<file path="config.mk">
export PLATFORM = sky130hd
export DESIGN_NAME = dac_interface
export DESIGN_NICKNAME = d
export VERILOG_FILES = /design/src/rtl/dac_interface_pkg.sv /design/src/rtl/dac_interface_tx_dac_path.sv /design/src/rtl/setting_reg.sv /design/src/rtl/dac_interface.sv
export SDC_FILE = /design/constraint.sdc
export NUM_CORES = 2
export LEC_CHECK = 0
export BUFFER_PORTS_ARGS = -buffer_cell sky130_fd_sc_hd__clkbuf_2
export CAP_MARGIN = 20
export CORE_ASPECT_RATIO = 0.9
export CORE_MARGIN = 4
export CORE_UTILIZATION = 35
export CTS_CLUSTER_DIAMETER = 40
export CTS_CLUSTER_SIZE = 20
export DETAILED_ROUTE_END_ITERATION = 10
export PLACE_DENSITY = 0.58
export RECOVER_POWER = 100
export SKIP_LAST_GASP = 1
export SYNTH_ARGS = -nofsm -noshare
export SYNTH_HDL_FRONTEND = slang
export SYNTH_SLANG_ARGS = --single-unit
export TNS_END_PERCENT = 1
</file>
<file path="constraint.sdc">
create_clock -name clock -period 14.6 [get_ports clock]
set_input_delay 1.46 -clock clock [delete_from_list [all_inputs] [get_ports clock]]
set_output_delay 1.46 -clock clock [all_outputs]
set_load 0.02 [all_outputs]
</file>
<file path="src/rtl/dac_interface_pkg.sv">
// Shared constants for the TX DAC front end: settings addresses, mux codes,
// ramp FSM states and small datapath helpers.
package dac_interface_pkg;

    localparam logic [6:0] FR_TX_MUX       = 7'd38;
    localparam logic [6:0] FR_DAC_OFFSET_0 = 7'd39;  // DAC0..DAC3 at +0..+3

    localparam int RAMP_LOG2_DEF = 8;

    localparam logic [3:0] SEL_CH0_I = 4'd0;
    localparam logic [3:0] SEL_CH0_Q = 4'd1;
    localparam logic [3:0] SEL_CH1_I = 4'd2;
    localparam logic [3:0] SEL_CH1_Q = 4'd3;

    typedef enum logic [1:0] {
        MUTED     = 2'd0,
        RAMP_UP   = 2'd1,
        RUN       = 2'd2,
        RAMP_DOWN = 2'd3
    } ramp_state_t;

    // Codes 4..15 feed zero so an unused DAC can be parked quietly.
    function automatic logic [15:0] mux_sel(input logic [3:0] sel,
                                            input logic [15:0] c0i, input logic [15:0] c0q,
                                            input logic [15:0] c1i, input logic [15:0] c1q);
        case (sel)
            SEL_CH0_I: return c0i;
            SEL_CH0_Q: return c0q;
            SEL_CH1_I: return c1i;
            SEL_CH1_Q: return c1q;
            default:   return 16'h0000;
        endcase
    endfunction

    function automatic logic [15:0] sat16(input logic [16:0] v);
        if (v[16] != v[15])
            return v[16] ? 16'h8000 : 16'h7FFF;
        return v[15:0];
    endfunction

endpackage

</file>
<file path="src/rtl/dac_interface_tx_dac_path.sv">
// One DAC lane, stages S2..S4: offset add with saturation, ramp gain scale,
// truncate to the 14-bit DAC word.
module tx_dac_path
    import dac_interface_pkg::*;
#(
    parameter int RAMP_LOG2 = RAMP_LOG2_DEF
) (
    input  logic               clock,
    input  logic               reset,
    input  logic [15:0]        din,
    input  logic [15:0]        offset,
    input  logic [RAMP_LOG2:0] gain,
    output logic [13:0]        dout
);

    localparam int PW = 16 + RAMP_LOG2 + 2;

    logic [16:0]          sum;
    logic [15:0]          s2;
    logic [15:0]          s3;
    logic signed [PW-1:0] prod;
    logic [1:0]           unused_lsb;

    assign sum  = {din[15], din} + {offset[15], offset};
    // Gain is unsigned; a zero MSB keeps it positive in the signed multiply.
    assign prod = PW'($signed(s2)) * PW'($signed({1'b0, gain}));
    assign unused_lsb = s3[1:0];

    always_ff @(posedge clock) begin
        if (reset) begin
            s2   <= '0;
            s3   <= '0;
            dout <= '0;
        end else begin
            s2   <= sat16(sum);
            s3   <= 16'(prod >>> RAMP_LOG2);
            dout <= s3[15:2];
        end
    end

endmodule

</file>
<file path="src/rtl/setting_reg.sv">
// Settings-bus register: captures the low WIDTH data bits when the strobe hits ADDR.
module setting_reg #(
    parameter logic [6:0] ADDR  = 7'd0,
    parameter int         WIDTH = 32
) (
    input  logic             clock,
    input  logic             reset,
    input  logic             strobe,
    input  logic [6:0]       addr,
    input  logic [31:0]      data,
    output logic [WIDTH-1:0] value
);

    logic [31:0] unused_data;
    assign unused_data = data;

    always_ff @(posedge clock) begin
        if (reset)
            value <= '0;
        else if (strobe && addr == ADDR)
            value <= data[WIDTH-1:0];
    end

endmodule

</file>
<file path="src/rtl/dac_interface.sv">
// TX DAC front end: crossbar from two complex DUC channels onto four DAC buses,
// per-DAC offset/saturate/scale, and a shared soft-mute gain ramp.
module dac_interface
    import dac_interface_pkg::*;
#(
    parameter int         RAMP_LOG2 = RAMP_LOG2_DEF,
    parameter logic [6:0] MUX_ADDR  = FR_TX_MUX,
    parameter logic [6:0] OFS_ADDR0 = FR_DAC_OFFSET_0
) (
    input  logic        clock,
    input  logic        reset,
    input  logic        enable,
    input  logic [6:0]  serial_addr,
    input  logic [31:0] serial_data,
    input  logic        serial_strobe,
    input  logic [15:0] ch0_i,
    input  logic [15:0] ch0_q,
    input  logic [15:0] ch1_i,
    input  logic [15:0] ch1_q,
    output logic [13:0] tx_a_a,
    output logic [13:0] tx_b_a,
    output logic [13:0] tx_a_b,
    output logic [13:0] tx_b_b,
    output logic [3:0]  tx_numchan,
    output logic        tx_active
);

    localparam int NUM_DAC = 4;
    localparam logic [RAMP_LOG2:0] FULL      = {1'b1, {RAMP_LOG2{1'b0}}};
    localparam logic [RAMP_LOG2:0] NEAR_FULL = FULL - 1'b1;

    logic [19:0]                 mux_reg;
    logic [NUM_DAC-1:0][15:0]    ofs;
    logic [NUM_DAC-1:0][15:0]    s1;
    logic [NUM_DAC-1:0][13:0]    dac;
    logic                        unused_mux;

    ramp_state_t        state, state_next;
    logic [RAMP_LOG2:0] gain, gain_next;
    logic               active_next;

    setting_reg #(.ADDR(MUX_ADDR), .WIDTH(20)) u_mux_reg (
        .clock(clock), .reset(reset), .strobe(serial_strobe),
        .addr(serial_addr), .data(serial_data), .value(mux_reg)
    );

    assign unused_mux = mux_reg[0];
    assign tx_numchan = {mux_reg[3:1], 1'b0};

    for (genvar n = 0; n < NUM_DAC; n++) begin : g_dac
        setting_reg #(.ADDR(OFS_ADDR0 + 7'(n)), .WIDTH(16)) u_ofs_reg (
            .clock(clock), .reset(reset), .strobe(serial_strobe),
            .addr(serial_addr), .data(serial_data), .value(ofs[n])
        );

        always_ff @(posedge clock) begin
            if (reset)
                s1[n] <= '0;
            else
                s1[n] <= mux_sel(mux_reg[4*n+4 +: 4], ch0_i, ch0_q, ch1_i, ch1_q);
        end

        tx_dac_path #(.RAMP_LOG2(RAMP_LOG2)) u_path (
            .clock(clock), .reset(reset), .din(s1[n]), .offset(ofs[n]),
            .gain(gain), .dout(dac[n])
        );
    end

    assign tx_a_a = dac[0];
    assign tx_b_a = dac[1];
    assign tx_a_b = dac[2];
    assign tx_b_b = dac[3];

    always_ff @(posedge clock) begin
        if (reset) begin
            state     <= MUTED;
            gain      <= '0;
            tx_active <= 1'b0;
        end else begin
            state     <= state_next;
            gain      <= gain_next;
            tx_active <= active_next;
        end
    end

    // A direction change freezes G for that cycle; both ends saturate.
    always_comb begin
        state_next = state;
        gain_next  = gain;
        case (state)
            MUTED: begin
                gain_next = '0;
                if (enable) state_next = RAMP_UP;
            end
            RAMP_UP: begin
                if (!enable)
                    state_next = RAMP_DOWN;
                else if (gain >= NEAR_FULL) begin
                    gain_next  = FULL;
                    state_next = RUN;
                end else
                    gain_next = gain + 1'b1;
            end
            RUN: begin
                gain_next = FULL;
                if (!enable) state_next = RAMP_DOWN;
            end
            RAMP_DOWN: begin
                if (enable)
                    state_next = RAMP_UP;
                else if (gain[RAMP_LOG2:1] == '0) begin
                    gain_next  = '0;
                    state_next = MUTED;
                end else
                    gain_next = gain - 1'b1;
            end
            default: begin
                state_next = MUTED;
                gain_next  = '0;
            end
        endcase
    end

    always_comb begin
        active_next = (gain_next != '0);
    end

endmodule

</file>
# Word level (Yosys, flattened, before mapping)

Cells that the tools add are included.
W data, S select, Z words.

Register bits: 344
Input port bits: 107

Add/subtract/negate cells: 6
Multipliers: 4
Order comparisons: 1
Eq/ne operators: 28
Multiplexer cells: 36
Reduce and logical (&&, ||, !) cells: 13

Operator list:

| operator              | number |
|---|---|
| $pmux W16 S4          | 4 |
| $mux W16              | 12 |
| $mul A16 B10 Y24      | 4 |
| $add A16 B16 Y17      | 4 |
| $mux W9               | 4 |
| $pmux W9 S4           | 1 |
| $eq A7 B6 Y1 const B  | 5 |
| $eq A4 B2 Y1 const B  | 8 |
| $eq A4 B1 Y1 const B  | 4 |
| $logic_not A4 Y1      | 4 |
| $mux W2               | 6 |
| $add A9 B1 Y9 const B | 1 |
| $ge A9 B8 Y1 const B  | 1 |
| $reduce_bool A9 Y1    | 1 |
| $sub A9 B1 Y9 const B | 1 |
| $logic_not A8 Y1      | 1 |
| $mux W1               | 8 |
| $pmux W2 S4           | 1 |
| $ne A3 B3 Y1 const B  | 2 |
| $logic_and A1 B1 Y1   | 5 |
| $eq A2 B2 Y1 const B  | 2 |
| $ne A1 B1 Y1          | 4 |
| $ne A2 B2 Y1 const B  | 2 |
| $reduce_and A4 Y1     | 1 |
| other kinds (2)       | 2 |

# Longest topological paths before layout

Depth in word-level cells: 5
Depth in mapped cells: 24

# Modules after synthesis

From an unflattened synthesis, not the netlist that was laid out.

Cell total of the unflattened synthesis: 3,739
Area total of the unflattened synthesis: 34,722.1 um^2

Modules (own cells, without submodules):

| module                               | times used | cells an instance | area each (um^2) | seq. area each (um^2) |
|---|---|---|---|---|
| tx_dac_path (g_dac[2].u_path)        | 1          | 744               | 6,770.2          | 880.8 |
| tx_dac_path (g_dac[0].u_path)        | 1          | 726               | 6,690.2          | 880.8 |
| tx_dac_path (g_dac[1].u_path)        | 1          | 717               | 6,596.3          | 880.8 |
| tx_dac_path (g_dac[3].u_path)        | 1          | 714               | 6,557.5          | 880.8 |
| dac_interface                        | 1          | 464               | 4,031.4          | 1,521.5 |
| setting_reg (g_dac[2].u_ofs_reg ...) | 2          | 71                | 787.0            | 320.3 |
| setting_reg (u_mux_reg)              | 1          | 89                | 972.2            | 400.4 |
| setting_reg (g_dac[0].u_ofs_reg)     | 1          | 71                | 783.3            | 320.3 |
| setting_reg (g_dac[1].u_ofs_reg)     | 1          | 72                | 747.0            | 320.3 |

# Worst setup path after synthesis

No wires, ideal clock.

Kind: register to register
From: register gain[2]
To: register g_dac[0].u_path.s3[15]
Setup time: 0.133 ns
Data arrival time: 5.562 ns
Data required time: 14.467 ns
Path slack: 8.905 ns
Stages on the path, launching flop included: 25
Buffers on the path: 3
Clock period less this slack: 5.695 ns
Path through: dfxtp_1 > buf_2 > clkbuf_1 > clkbuf_1 > nand2_1 > fa_1 > inv_1 > fa_1 > inv_1 > fa_1 > inv_1 > fa_1 > inv_1 > fa_1 > inv_1 > ha_1 > a21oi_1 > o21ai_0 > a21oi_1 > a31oi_1 > o2111ai_2 > a31oi_2 > a2111oi_1 > or3_1 > a21oi_1

Cells in the longest elaborated chain, start to end: 1

Ends and longest elaborated chain:

| element                  | line                            | text |
|---|---|---|
| start: declaration       | dac_interface.sv:39             | `logic [RAMP_LOG2:0] gain, gain_next;` |
| start signal: assignment | dac_interface.sv:81             | `gain <= gain_next;` |
| $mul A16 B10 Y24         | dac_interface_tx_dac_path.sv:26 | `assign prod = PW'($signed(s2)) * PW'($signed({1'b0, gain}));` |
| end signal: assignment   | dac_interface_tx_dac_path.sv:36 | `s3 <= 16'(prod >>> RAMP_LOG2);` |
| end: declaration         | dac_interface_tx_dac_path.sv:20 | `logic [15:0] s3;` |

No other way between the ends.
A chain may end at the register's enable or synchronous reset.

# Worst setup path after layout

From: register gain[1]
To: register g_dac[2].u_path.s3[15]

Cells in the longest elaborated chain, start to end: 1

Ends and longest elaborated chain:

| element                | line |
|---|---|
| $mul A16 B10 Y24       | dac_interface_tx_dac_path.sv:26 |
| end signal: assignment | dac_interface_tx_dac_path.sv:36 |
| end: declaration       | dac_interface_tx_dac_path.sv:20 |

No other way between the ends.

==> summary.md <==
| Metric | Value |
|---|---|
| Final hold vios | `0` |
| Gpl congestion | `0.957` |
| Nets | `around 4,500` |
| Area grow syn2layout | `11.7%` |
| Wire per inst | `around 17 um` |
| Final worst slack | `about 5.7 ns` |
| Req. time, crit path | `between 10 and 15 ns` |
| Critical path class | `flop to flop` |
| Vias | `about 25,000` |
| Leakage | `18.3 nW` |
| Commonest non-fill, non-tap cells in the layout | `592 x inv_1, 460 x fa_1, 334 x nand2_1` |
| Die Ht | `around 300 um` |
| Area post-placement | `35,000 um2` |
| DRT antenna net count | `0` |
| Largest stage delay, worst path | `about 2.1 ns` |
| Grt met1 use | `0.257` |
| Post-cts resize count | `0` |
| Die area | `about 99,000 um2` |
| Clock transition at path regs | `0.06 ns` |
| GR Util met3 | `0.0367` |
| Worst Setup End Kind | `flop` |
| Synthesized area | `roughly 33,000 um2` |
| Core area | `just over 90,000 um2` |
| Placed instance count | `about 5,000` |
| Final wirelength | `85.3 mm` |
| VDD IR max | `about 0.10 mV` |
| Htree depth | `2` |
| Initial antenna violation count | `5` |
| Footprint of the multi-input gates | `~24,000 um2` |
| Largest fanout on the critical path | `50` |
| # setup viols final | `0` |
| Syn_area_per_cell | `between 9 and 10 um2` |
| Final-report max-slew violation count | `292` |
| Chip width | `332 um` |
| Worst R2R Start | `gain[1]` |
| Clock root buffer | `clkbuf_16` |
| GRT Overall Usage | `0.174` |
| Num Clock Sinks | `335` |
| GR Layer Usage met2 | `0.257` |
| Aggregate negative setup slack | `0 ns` |
| Slew Limit Headroom | `-2.41` |
| Critical Path Start Type | `flop` |
| Pin count of the biggest net entering global routing | `111` |
| Commonest non-fill, non-tap cell in the layout | `inv_1` |
| Number of fill cells | `9,365` |
| Clk buf depth | `3` |
| Cells along the critical path | `clkbuf_1 > nand2_1 > fa_1 > inv_1 > fa_1 > inv_1 > fa_1 > inv_1 > fa_1 > inv_1 > fa_1 > inv_1 > ha_1 > o21ai_0 > a21oi_1 > o21ai_0 > nor3b_1 > a41oi_1 > o211ai_1 > a31oi_1 > xnor2_1 > nor2_1` |
| Post-CTS setup buffers | `0` |
| Final non-filler cell total | `4,966` |
| Number of global-route vias before repair | `~25,000` |
| Yosys warns | `0` |
| Seq/Total Area, Yosys | `0.203` |
| Max_cap viols | `5` |
| Setup WS pre-CTS | `around 8.0 ns` |
| Post-synth ARST share | `0` |
| Tcrit/Tclk final | `0.607` |
| Row Count | `106` |
| I/O pins | `between 150 and 200` |
| Unrepaired setup endpoints after global routing | `no` |
| Detailed Place HPWL | `about 65 mm` |
| Outcome | `finished, violations left` |
| Crit path max-delay cell type | `clkbuf_1` |
| Unique cell type count in the Yosys netlist | `83` |
| Remaining DRCs | `0` |
| Worst EP arrival | `around 9.2 ns` |
| Violated checks | `max-capacitance violations, max-slew violations` |
| Final Cell Area | `36,900 um2` |
| Port-buffer cells | `roughly 150` |
| Worst min-delay path category | `flop to flop` |
| Syn Inst Count | `about 3,600` |
| Global route overflow | `0` |
| Vias per Instance | `4.94` |
| Final min period | `slightly below 9 ns` |
| Clk_lat worst skew | `approximately 0.66 ns` |
| DR iter-0 viols | `~1,700` |
| GR peak layer | `met1` |
| Number of flops mapped to enable cells by yosys | `0` |
| Share of layout cells above drive strength 1 | `0.0723` |
| Beginning of the critical path | `gain[1]` |
| Cts bufs inserted | `57` |
| Syn nets | `between 4,000 and 5,000` |
| Setup Skew | `0.0331 ns` |
| Main flop type after synthesis | `dfxtp_1` |
| Register area | `6720 um2` |
| Seq cells post-synth | `about 340` |
| Total power | `roughly 2.7 mW` |
| Fmax | `between 100 and 150 MHz` |
| Starting Density | `0.355` |
| TritonCTS clock tree | `built` |
| Power Dens Cells | `around 74 nW/um2` |
| Worst slew pin tran | `~5 ns` |
| First-pass detailed-route iteration total | `6` |
| First-pass GRT wire length | `139 mm` |
| Min-delay src | `g_dac[3].u_path.s3[15]` |
| Hold_buf cts | `0` |
-- per-stage QoR --
stage                     utilization  hold slack, ns
after floorplan                     -           0.414
after global placement          0.375           0.427
after detailed placement        0.375           0.423
after CTS                       0.398           0.437
after global routing            0.396           0.444
final                           0.396           0.433
-- cell usage after synthesis (13+ instances only) --
cell        n  share of area
a22oi_1   130          0.030
a21o_1     30         0.0068
nand2b_1   16         0.0030
mux2i_1    84          0.025
inv_1     592          0.067
o21ai_0    58         0.0088
nand3_1    13         0.0020
nor2b_1    77          0.015
nor3_1     40         0.0061
o21a_1     26         0.0059
nand2_1   334          0.038
dfxtp_1   335           0.20
o21ai_1    13         0.0020
fa_1      460           0.28
or3_1      14         0.0026
clkbuf_1  114          0.013
xor2_1     48          0.013
ha_1      272           0.10
and2_1    278          0.053
a211oi_1   17         0.0039
o22ai_1    13         0.0025
buf_1      42         0.0048
nor2_1    193          0.022
xnor2_1    78          0.021
a21oi_1   167          0.025
-- state kept, by name (all words and copies together) (netlist names) --
signal                 cells
g_dac.u_ofs_reg.value     64
g_dac.u_path.s2           64
s1                        64
g_dac.u_path.dout         56
g_dac.u_path.s3           56
u_mux_reg.value           19
gain                       9
state                      2
tx_active                  1
-- final timing paths --
| check | endpoint | slack [ns] | cells past startpoint |
|---|---|---|---|
| worst max-delay path | g_dac[2].u_path.s3[15] | 5.74 | 22 |
| worst min-delay path | g_dac[3].u_path.dout[13] | 0.43 | 1 |
| worst max register to register | g_dac[2].u_path.s3[15] | 5.74 | 22 |
| worst min register to register | g_dac[3].u_path.dout[13] | 0.43 | 1 |
-- power by group --
part	switching, mW	internal, mW
Sequential	0.0574	0.949
Combinational	0.187	0.101
Clock	0.578	0.850
Total	0.822	1.90
-- area by class of cell --
cell class                      instances  area share
Inverter                              592      0.0602
Multi-Input combinational cell       2518       0.637
Timing Repair Buffer                  171      0.0220
Clock inverter                         46      0.0168
Clock buffer                           61      0.0401
Sequential cell                       335       0.182
Tap cell                             1242      0.0421
Antenna cell                            1   0.0000678
-- cells by family (layout without fill, tap and decap cells) --
group / count (synthesis) / in the layout / synth area share
adder cells (fa/ha/maj): 732 / 732 / 0.382
buffers and inverters: 772 / 870 / 0.0898
other: 1 / 2 / 0.000113
XOR/XNOR: 127 / 127 / 0.0339
AND/OR/NAND/NOR: 1038 / 1038 / 0.157
multiplexers: 86 / 86 / 0.0261
AO/OA/AOI/OAI: 534 / 534 / 0.108
flip-flops: 335 / 335 / 0.203
-- per-layer routing --
metal	vias to the layer above	wire (um)	share of wire
li1	11600	-	-
met1	12000	41500	0.49
met2	801	35100	0.41
met3	132	6630	0.078
met4	2	2150	0.025
met5	-	13	0.00015
-- critical path: cells and delay by family, from the launching register on --
kind                     cells  cell delay [ns]
flip-flops                   1             0.94
AO/OA/AOI/OAI                6             1.21
AND/OR/NAND/NOR              3             0.82
adder cells (fa/ha/maj)      6             2.92
XOR/XNOR                     1             0.28
buffers and inverters        6             2.33
Power figures use the tool's default switching activity.
